===== src/rtl/dsp_dot_sequencer.sv =====
`default_nettype none
// ============================================================================
// Module   : dsp_dot_sequencer
// Purpose  : Drives one DSP48E2 wrapper to compute signed dot products
//            P = sum(a[i]*b[i]) over a programmable number of operand pairs.
//            Operands stream in with valid/ready; the 48-bit result leaves
//            with valid/ready. OPMODE is delayed to line up with the slice's
//            A/B and M registers so each product meets its own tag.
// Revision : 1.0 - initial release
// ============================================================================
module dsp_dot_sequencer #(
    parameter int INPUTREG   = 1,
    parameter int DSPPIPEREG = 1,
    parameter int OUTPUTREG  = 1,
    parameter int CONTROLREG = 1,
    parameter int LEN_W      = 16
) (
    input  logic              clk,
    input  logic              rst_n,
    input  logic              start,
    input  logic [LEN_W-1:0]  len,
    output logic              busy,
    input  logic              in_valid,
    output logic              in_ready,
    input  logic [26:0]       in_a,
    input  logic [17:0]       in_b,
    output logic              dsp_rst,
    output logic              dsp_enable,
    output logic [29:0]       dsp_a,
    output logic [17:0]       dsp_b,
    output logic [47:0]       dsp_c,
    output logic [26:0]       dsp_d,
    output logic [8:0]        dsp_opmode,
    output logic [4:0]        dsp_inmode,
    output logic [3:0]        dsp_alumode,
    input  logic [47:0]       dsp_p,
    output logic              out_valid,
    input  logic              out_ready,
    output logic [47:0]       out_data
);

    // Steps between tag insertion and the slice's OPMODE register needing it.
    localparam int OPDLY = INPUTREG + DSPPIPEREG - CONTROLREG;
    // Steps from operand issue until P reflects that operand.
    localparam int LAT   = INPUTREG + DSPPIPEREG + OUTPUTREG;
    localparam int DRN_W = $clog2(LAT + 2);

    localparam logic [8:0] OP_FIRST = 9'h005;   // P = M
    localparam logic [8:0] OP_ACC   = 9'h025;   // P = P + M

    typedef enum logic [1:0] {
        S_IDLE  = 2'd0,
        S_RUN   = 2'd1,
        S_DRAIN = 2'd2,
        S_OUT   = 2'd3
    } state_t;

    state_t             r_state;
    state_t             w_state_nxt;
    logic [LEN_W-1:0]   r_remaining;
    logic [DRN_W-1:0]   r_drain;
    logic               r_first;
    logic               w_issue;
    logic [8:0]         w_tag;

    // Constant slice configuration: A2*B2 multiply, ALU add, C/D unused.
    assign dsp_rst     = ~rst_n;
    assign dsp_c       = 48'd0;
    assign dsp_d       = 27'd0;
    assign dsp_inmode  = 5'b00000;
    assign dsp_alumode = 4'b0000;

    assign busy      = (r_state != S_IDLE);
    assign out_valid = (r_state == S_OUT);

    // Drain and bubble slots present zero operands so the ACC tag leaves P unchanged.
    assign dsp_a = w_issue ? {{3{in_a[26]}}, in_a} : 30'd0;
    assign dsp_b = w_issue ? in_b : 18'd0;
    assign w_tag = (w_issue && r_first) ? OP_FIRST : OP_ACC;

    // State register.
    always_ff @(posedge clk) begin
        if (!rst_n) begin
            r_state <= S_IDLE;
        end else begin
            r_state <= w_state_nxt;
        end
    end

    // Next-state decode plus handshake and slice-enable outputs.
    always_comb begin
        w_state_nxt = r_state;
        in_ready    = 1'b0;
        dsp_enable  = 1'b0;
        w_issue     = 1'b0;
        case (r_state)
            S_IDLE: begin
                if (start) begin
                    w_state_nxt = (len != '0) ? S_RUN : S_OUT;
                end
            end
            S_RUN: begin
                in_ready   = 1'b1;
                dsp_enable = in_valid;
                w_issue    = in_valid;
                if (in_valid && (r_remaining == LEN_W'(1))) begin
                    w_state_nxt = S_DRAIN;
                end
            end
            S_DRAIN: begin
                // Count zero means this is the capture cycle: slice stays frozen.
                if (r_drain != '0) begin
                    dsp_enable = 1'b1;
                end else begin
                    w_state_nxt = S_OUT;
                end
            end
            S_OUT: begin
                if (out_ready) begin
                    w_state_nxt = S_IDLE;
                end
            end
            default: w_state_nxt = S_IDLE;
        endcase
    end

    // Job counters, first-pair flag and result capture.
    always_ff @(posedge clk) begin
        if (!rst_n) begin
            r_remaining <= '0;
            r_drain     <= '0;
            r_first     <= 1'b0;
            out_data    <= 48'd0;
        end else begin
            case (r_state)
                S_IDLE: begin
                    if (start) begin
                        r_remaining <= len;
                        r_first     <= 1'b1;
                        if (len == '0) begin
                            out_data <= 48'd0;
                        end
                    end
                end
                S_RUN: begin
                    if (in_valid) begin
                        r_remaining <= r_remaining - LEN_W'(1);
                        r_first     <= 1'b0;
                        if (r_remaining == LEN_W'(1)) begin
                            r_drain <= DRN_W'(LAT);
                        end
                    end
                end
                S_DRAIN: begin
                    if (r_drain != '0) begin
                        r_drain <= r_drain - DRN_W'(1);
                    end else begin
                        out_data <= dsp_p;
                    end
                end
                default: ;
            endcase
        end
    end

    generate
        if (OPDLY == 0) begin : g_opdly_bypass
            assign dsp_opmode = w_tag;
        end else begin : g_opdly
            logic [8:0] r_opdly [OPDLY];

            // Tag delay line; shifts only on steps so it stalls with the slice.
            always_ff @(posedge clk) begin
                if (!rst_n) begin
                    for (int i = 0; i < OPDLY; i++) begin
                        r_opdly[i] <= OP_ACC;
                    end
                end else if (dsp_enable) begin
                    r_opdly[0] <= w_tag;
                    for (int i = 1; i < OPDLY; i++) begin
                        r_opdly[i] <= r_opdly[i-1];
                    end
                end
            end

            assign dsp_opmode = r_opdly[OPDLY-1];
        end
    endgenerate

endmodule
`default_nettype wire


===== config.mk =====
export PLATFORM = sky130hd
export DESIGN_NAME = dsp_dot_sequencer
export DESIGN_NICKNAME = d
export VERILOG_FILES = /design/src/rtl/dsp_dot_sequencer.sv
export SDC_FILE = /design/constraint.sdc
export NUM_CORES = 1
export LEC_CHECK = 0
export BUFFER_PORTS_ARGS = -buffer_cell sky130_fd_sc_hd__buf_2
export CAP_MARGIN = 10
export CORE_AREA = 2 2 121 123
export DETAILED_ROUTE_END_ITERATION = 8
export DIE_AREA = 0 0 123 125
export PLACE_DENSITY = 0.66
export SYNTH_ARGS = -nofsm -noshare
export SYNTH_HDL_FRONTEND = slang
export SYNTH_SLANG_ARGS = --single-unit

===== constraint.sdc =====
create_clock -name clk -period 3.82 [get_ports clk]
set_input_delay 0.382 -clock clk [delete_from_list [all_inputs] [get_ports clk]]
set_output_delay 0.382 -clock clk [all_outputs]
set_load 0.05 [all_outputs]

# Word level (Yosys, flattened, before mapping)
# Memory sizes are Yosys's and may differ from the RTL's.
# Cells that the tools add are included.
[word_totals]
reg_bits = 70
ram_bits = 6
input_bits = 114
wordCells = 69
mem_count = 1
[memory_table]
columns = ["memory", "depth", "width", "read_ports", "rd_ports_with_merged_regs", "wr", "line", "text"]
rows = [
  ["g_opdly.r_opdly", 1, 6, 1, 0, 1, "170", "logic [8:0] r_opdly [OPDLY];"],
]
[classes]
addsub = 2
eq_ne = 12
mux = 33
bitwise = 1
reduce_logical = 15
[ops]
columns = ["cell", "n"]
rows = [
  ["two-way mux 48 bit", 3],
  ["case mux 48 bit (2 select lines)", 1],
  ["two-way mux 16 bit", 2],
  ["case mux 16 bit (2 select lines)", 1],
  ["two-way mux 30 bit", 1],
  ["two-way mux 18 bit", 1],
  ["== test 16 x 1 -> 1 bit, second input constant", 1],
  ["logical NOT 16 bit", 1],
  ["nonzero test 16 bit", 1],
  ["subtractor 16 x 1 -> 16 bit, second input constant", 1],
  ["!= test 2 bit, second input constant", 7],
  ["two-way mux 6 bit", 2],
  ["AND reduction 4 bit", 3],
  ["two-way mux 1 bit", 10],
  ["two-way mux 2 bit", 5],
  ["two-way mux 3 bit", 3],
  ["case mux 2 bit (4 select lines)", 1],
  ["nonzero test 2 bit", 4],
  ["case mux 3 bit (2 select lines)", 1],
  ["OR reduction 6 bit", 1],
  ["== test 2 bit, second input constant", 2],
  ["case mux 1 bit (2 select lines)", 2],
  ["AND reduction 3 bit", 1],
  ["nonzero test 3 bit", 1],
  ["other kinds (6)", 7],
]

# Logic depth before layout (Yosys ltp)
[depth]
depth_word = 8
ltp_mapped = 9

# Worst setup path after synthesis
# OpenSTA, ideal clock, no wires.
[synth_path]
path_kind = "flip-flop to flip-flop"
from = "register r_state[1]"
to = "memory g_opdly.r_opdly[0][5] (netlist bit) (enable)"
setup_time_ns = 0.297
t_arrival_ns = 2.775
slack_ns = 0.748
stages_incl_launch_ff = 7
period_less_slack_ns = 3.072
path_cell_list = "dfxtp_1 > inv_1 > ha_1 > clkbuf_1 > nand2_1 > a21boi_0 > nand2b_1"
[synth_between]
elab_chain_len = 7
elab_cells_between_ends = 8
classes_between = "2 x eq/ne; 5 x mux; 1 x reduce/logical"
[synth_rtl]
columns = ["element", "line", "text"]
rows = [
  ["start, declared", "58", "state_t r_state;"],
  ["start signal, assigned", "86", "r_state <= w_state_nxt;"],
  ["== test 2 bit or == test 2 x 1 -> 1 bit (tied branches)", "96", "case (r_state)"],
  ["case mux 1 bit (2 select lines) (*)", "96", ""],
  ["named net dsp_enable", "28", "output logic dsp_enable,"],
  ["two-way mux 1 bit (*)", "178", "end else if (dsp_enable) begin"],
  ["two-way mux 1 bit (*)", "174", "if (!rst_n) begin"],
  ["two-way mux 1 bit (not written as such) (*)", "179", "r_opdly[0] <= w_tag;"],
  ["OR reduction 6 bit (no line)", "-", ""],
  ["two-way mux 1 bit (no line) (*)", "-", ""],
  ["end, declared", "170", ""],
]
# The timed path passes the listed nets; every way through them passes the cells marked *.

# Worst setup path in the final report
[layout_path]
from = "register r_state[1]"
to = "output port dsp_a[29]"
[layout_between]
elab_chain_len = 3
[layout_rtl]
columns = ["element", "line", "text"]
rows = [
  ["== test 2 x 1 -> 1 bit", "96", ""],
  ["two-way mux 1 bit", "96", ""],
  ["two-way mux 30 bit", "77", "assign dsp_a = w_issue ? {{3{in_a[26]}}, in_a} : 30'd0;"],
  ["end, declared", "29", "output logic [29:0] dsp_a,"],
]
# No other way between the ends.

==> impl_results.md <==
- Leakage: 2.822 nW
- Area grow syn2layout: 21.87%
- Row count: 44
- FF-to-FF Start: r_state[1]
- RSZ-0062 raised after global routing: no
- Status: finished, final reports clean
- Power Dens Cells: 757.1 mW/mm^2
- I/O Buffers: 215
- Least-Margin Pin Slew: 0.6432 ns
- Root buf cell: clkbuf_16
- Reg2reg end: r_remaining[0]
- Post-DR vias/cell: 5.026
- GRT Residual Overflow: 0
- CP Class: reg -> out
- Synth Area in Compound Gates: 20.57%
- Post-synthesis sequential area ratio: 30.33%
- Min-delay worst type: in -> reg
- Max_slew headroom: 57.01%
- Hold Path Stages: 3
- TritonCTS Sinks: 71
- MaxCap Viol Count: 0
- Final ANT Viol Nets: 0
- Final Cycle Share: 71.03%
- Dpl ws: 1.471 ns
- Top_reg_cell synth: dfxtp_1
- F_max: 0.3685 GHz
- GR Util All Layers: 17.82%
- Synth cell types: 61
- Max-slew violations: 0
- Largest family of logic cells by synthesized area: simple AND/OR/NAND/NOR gates
- Share of cells above drive strength 1: 33.68%
- Top Usage Layer GRT: met2
- Die width: 123 microns
- Clock Latency Late Sink: 0.33 ns
- Hold Crit Start: dsp_p[2]
- Arr. time, crit path: 2.33 ns
- R2R cell count: 6
- DIE AREA: 0.01538 sq mm
- WL/cell: 15.53 microns
- Fin nets: 886
- Clock buffer depth: 2
- Post-layout minimum cycle time: 2.713 ns
- Initial Utilization: 33.23%
- Max FO, Critical Path: 60
- Most frequent cells in the layout: 215 x buf_2, 92 x conb_1, 70 x dfxtp_1, 60 x a21oi_1
- Routed WL: 14,750 microns
- Post-route setup TNS: 0 ns
- DP Wirelength: 10,610 microns
- Worst setup margin: 1.107 ns
- CTS buffer count: 9
- Initial antenna violation count: 1
- Critical Path RT: 3.44 ns
- Core area: 0.01420 sq mm
- Vias: 4,775
- Routability cong.: 0.8680
- Met2 Use GR: 33.15%
- EDFF count, synth: 1
- Vias in the first global route: 4,303
- CP Capture Type: output port
- Maximum VDD drop: 0.0003677 V
- Clock Pin Slew Worst Setup and Hold Paths: 0.06 ns
- Synthesis warning total: 0
- Syn Area/Cell: 8.026 sq um
- Post-synth ARST share: 0%
- Post-Synth XOR/XNOR Area: 0%
- # hold bufs at CTS: 0
- Endpoints failing setup: 0
- Clock Skew: 0.006187 ns
- Post-synth design cell area: 0.004720 sq mm
- Worst hold endpoint: out_data[2]
- Simple-gate share of the synthesized area: 23.75%
- Drt pass-1 iters: 4
- Global routing usage on met3: 3.695%
- Antenna diodes: 0
- FF/Latch Area: 0.001431 sq mm
- Synth Area in Adders: 2.386%
- Post-CTS Setup Inserts: 0
- Post-synthesis cell count: 588
- DR DRC count: 0
- Post-synthesis mux area share: 1.060%
- CTS H-tree lvls: 3
- Die height: 125 microns
- Setup crit start kind: flop
- # IOs: 308
- Met1 Use GR: 20.11%
- Flops & latches, synth: 71
- Hold Vio Cnt, Final: 0
- Filler cell count: 1,487
- R2R setup slack: 1.50 ns
- CTS-repair resized insts: 0
- First-pass GRT wire length: 21,740 microns
- Most common cell after layout, fill and taps aside: buf_2
- Tot Pwr: 4.355 mW
- Largest net degree at the start of global routing: 61
- CTS tree: built
- DR iter-0 viols: 304
- Multi-input gate area: 0.002630 sq mm
[routing by layer]
metal	share of wire [%]	wire length, microns	vias up
met5	0	0	-
met1	39	5764	2203
met3	8.5	1261	14
met2	51	7529	241
li1	-	-	2317
met4	1.3	197	0
[cell type report]
type                       instances  share of cell area [%]
inverter                          12                  0.7831
multi-input combinational        447                   45.73
timing repair buffer             222                   19.62
sequential                        71                   24.89
clock buffer                      10                   4.155
clock inverter                     4                  0.8266
tap                              184                   4.003
[flip-flops by register name, summed over array words and instances, names as in the netlist]
register         flops
r_first              1
r_remaining         16
out_data            48
r_state              2
g_opdly.r_opdly      1
r_drain              3
[worst max-delay path, stage by stage (launching register included)]
cell	delay, ns
dfxtp_1	0.34
inv_1	0.10
ha_2	0.42
buf_4	0.48
and3_1	0.33
buf_2	0.30
[worst max-delay path by stage]
stage / startpoint / end / slack (ns) / depth (start not counted)
floorplan: r_state[1] / g_opdly.r_opdly[0][5] / 0.75 / 6
global route: r_state[1] / dsp_a[29] / 0.97 / 5
global placement: r_state[1] / dsp_a[26] / 1.49 / 5
finish: r_state[1] / dsp_a[29] / 1.11 / 5
CTS: r_state[1] / dsp_a[28] / 1.11 / 5
detailed placement: r_state[1] / dsp_a[28] / 1.47 / 5
[metrics by stage]
| stage | hold slack [ns] | util (%) | instance area (sq um) | std cells |
|---|---|---|---|---|
| global route | 0.3125 | 40.50 | 5752 | 950 |
| global placement | 0.4599 | 38.48 | 5465 | 936 |
| finish | 0.3070 | 40.50 | 5752 | 950 |
| detailed placement | 0.4659 | 38.48 | 5465 | 936 |
| CTS | 0.2975 | 40.50 | 5752 | 950 |
| floorplan | 0.4511 | - | 5057 | 678 |
[synth_stat cells (all sizes together) (3+ instances only)]
master	count	area share, %
o22ai	4	0.53
inv	12	0.95
clkbuf	29	2.3
or3	4	0.64
nor4	9	1.9
a41oi	4	0.74
mux2i	5	1.1
nor2b	8	1.1
dfxtp	70	30
nand3	3	0.32
nand4	52	6.9
nor4b	3	0.69
ha	9	2.4
nor2	17	1.4
and3	46	6.1
buf	119	18
o211ai	3	0.48
a21oi	60	6.4
o21ai	57	6.0
nor3	8	1.4
a31oi	8	1.1
nand2	16	1.3
o221a	3	0.72
and4	4	0.74
a31o	5	0.93
[cell families (layout without fill, tap and decap cells)]
| group | after synthesis | count (layout) |
|---|---|---|
| adders and majority gates | 9 | 9 |
| AOI/OAI and AO/OA | 163 | 163 |
| and+or+nand+nor | 178 | 178 |
| muxes | 5 | 5 |
| DFF | 71 | 71 |
| buffers and inverters | 160 | 248 |
| other | 2 | 92 |
[where the power goes]
| part | switching, mW | internal, mW |
|---|---|---|
| logic | 1.91 | 0.605 |
| registers | 0.147 | 0.868 |
| clock network | 0.310 | 0.513 |
Power figures use the tool's default switching activity.
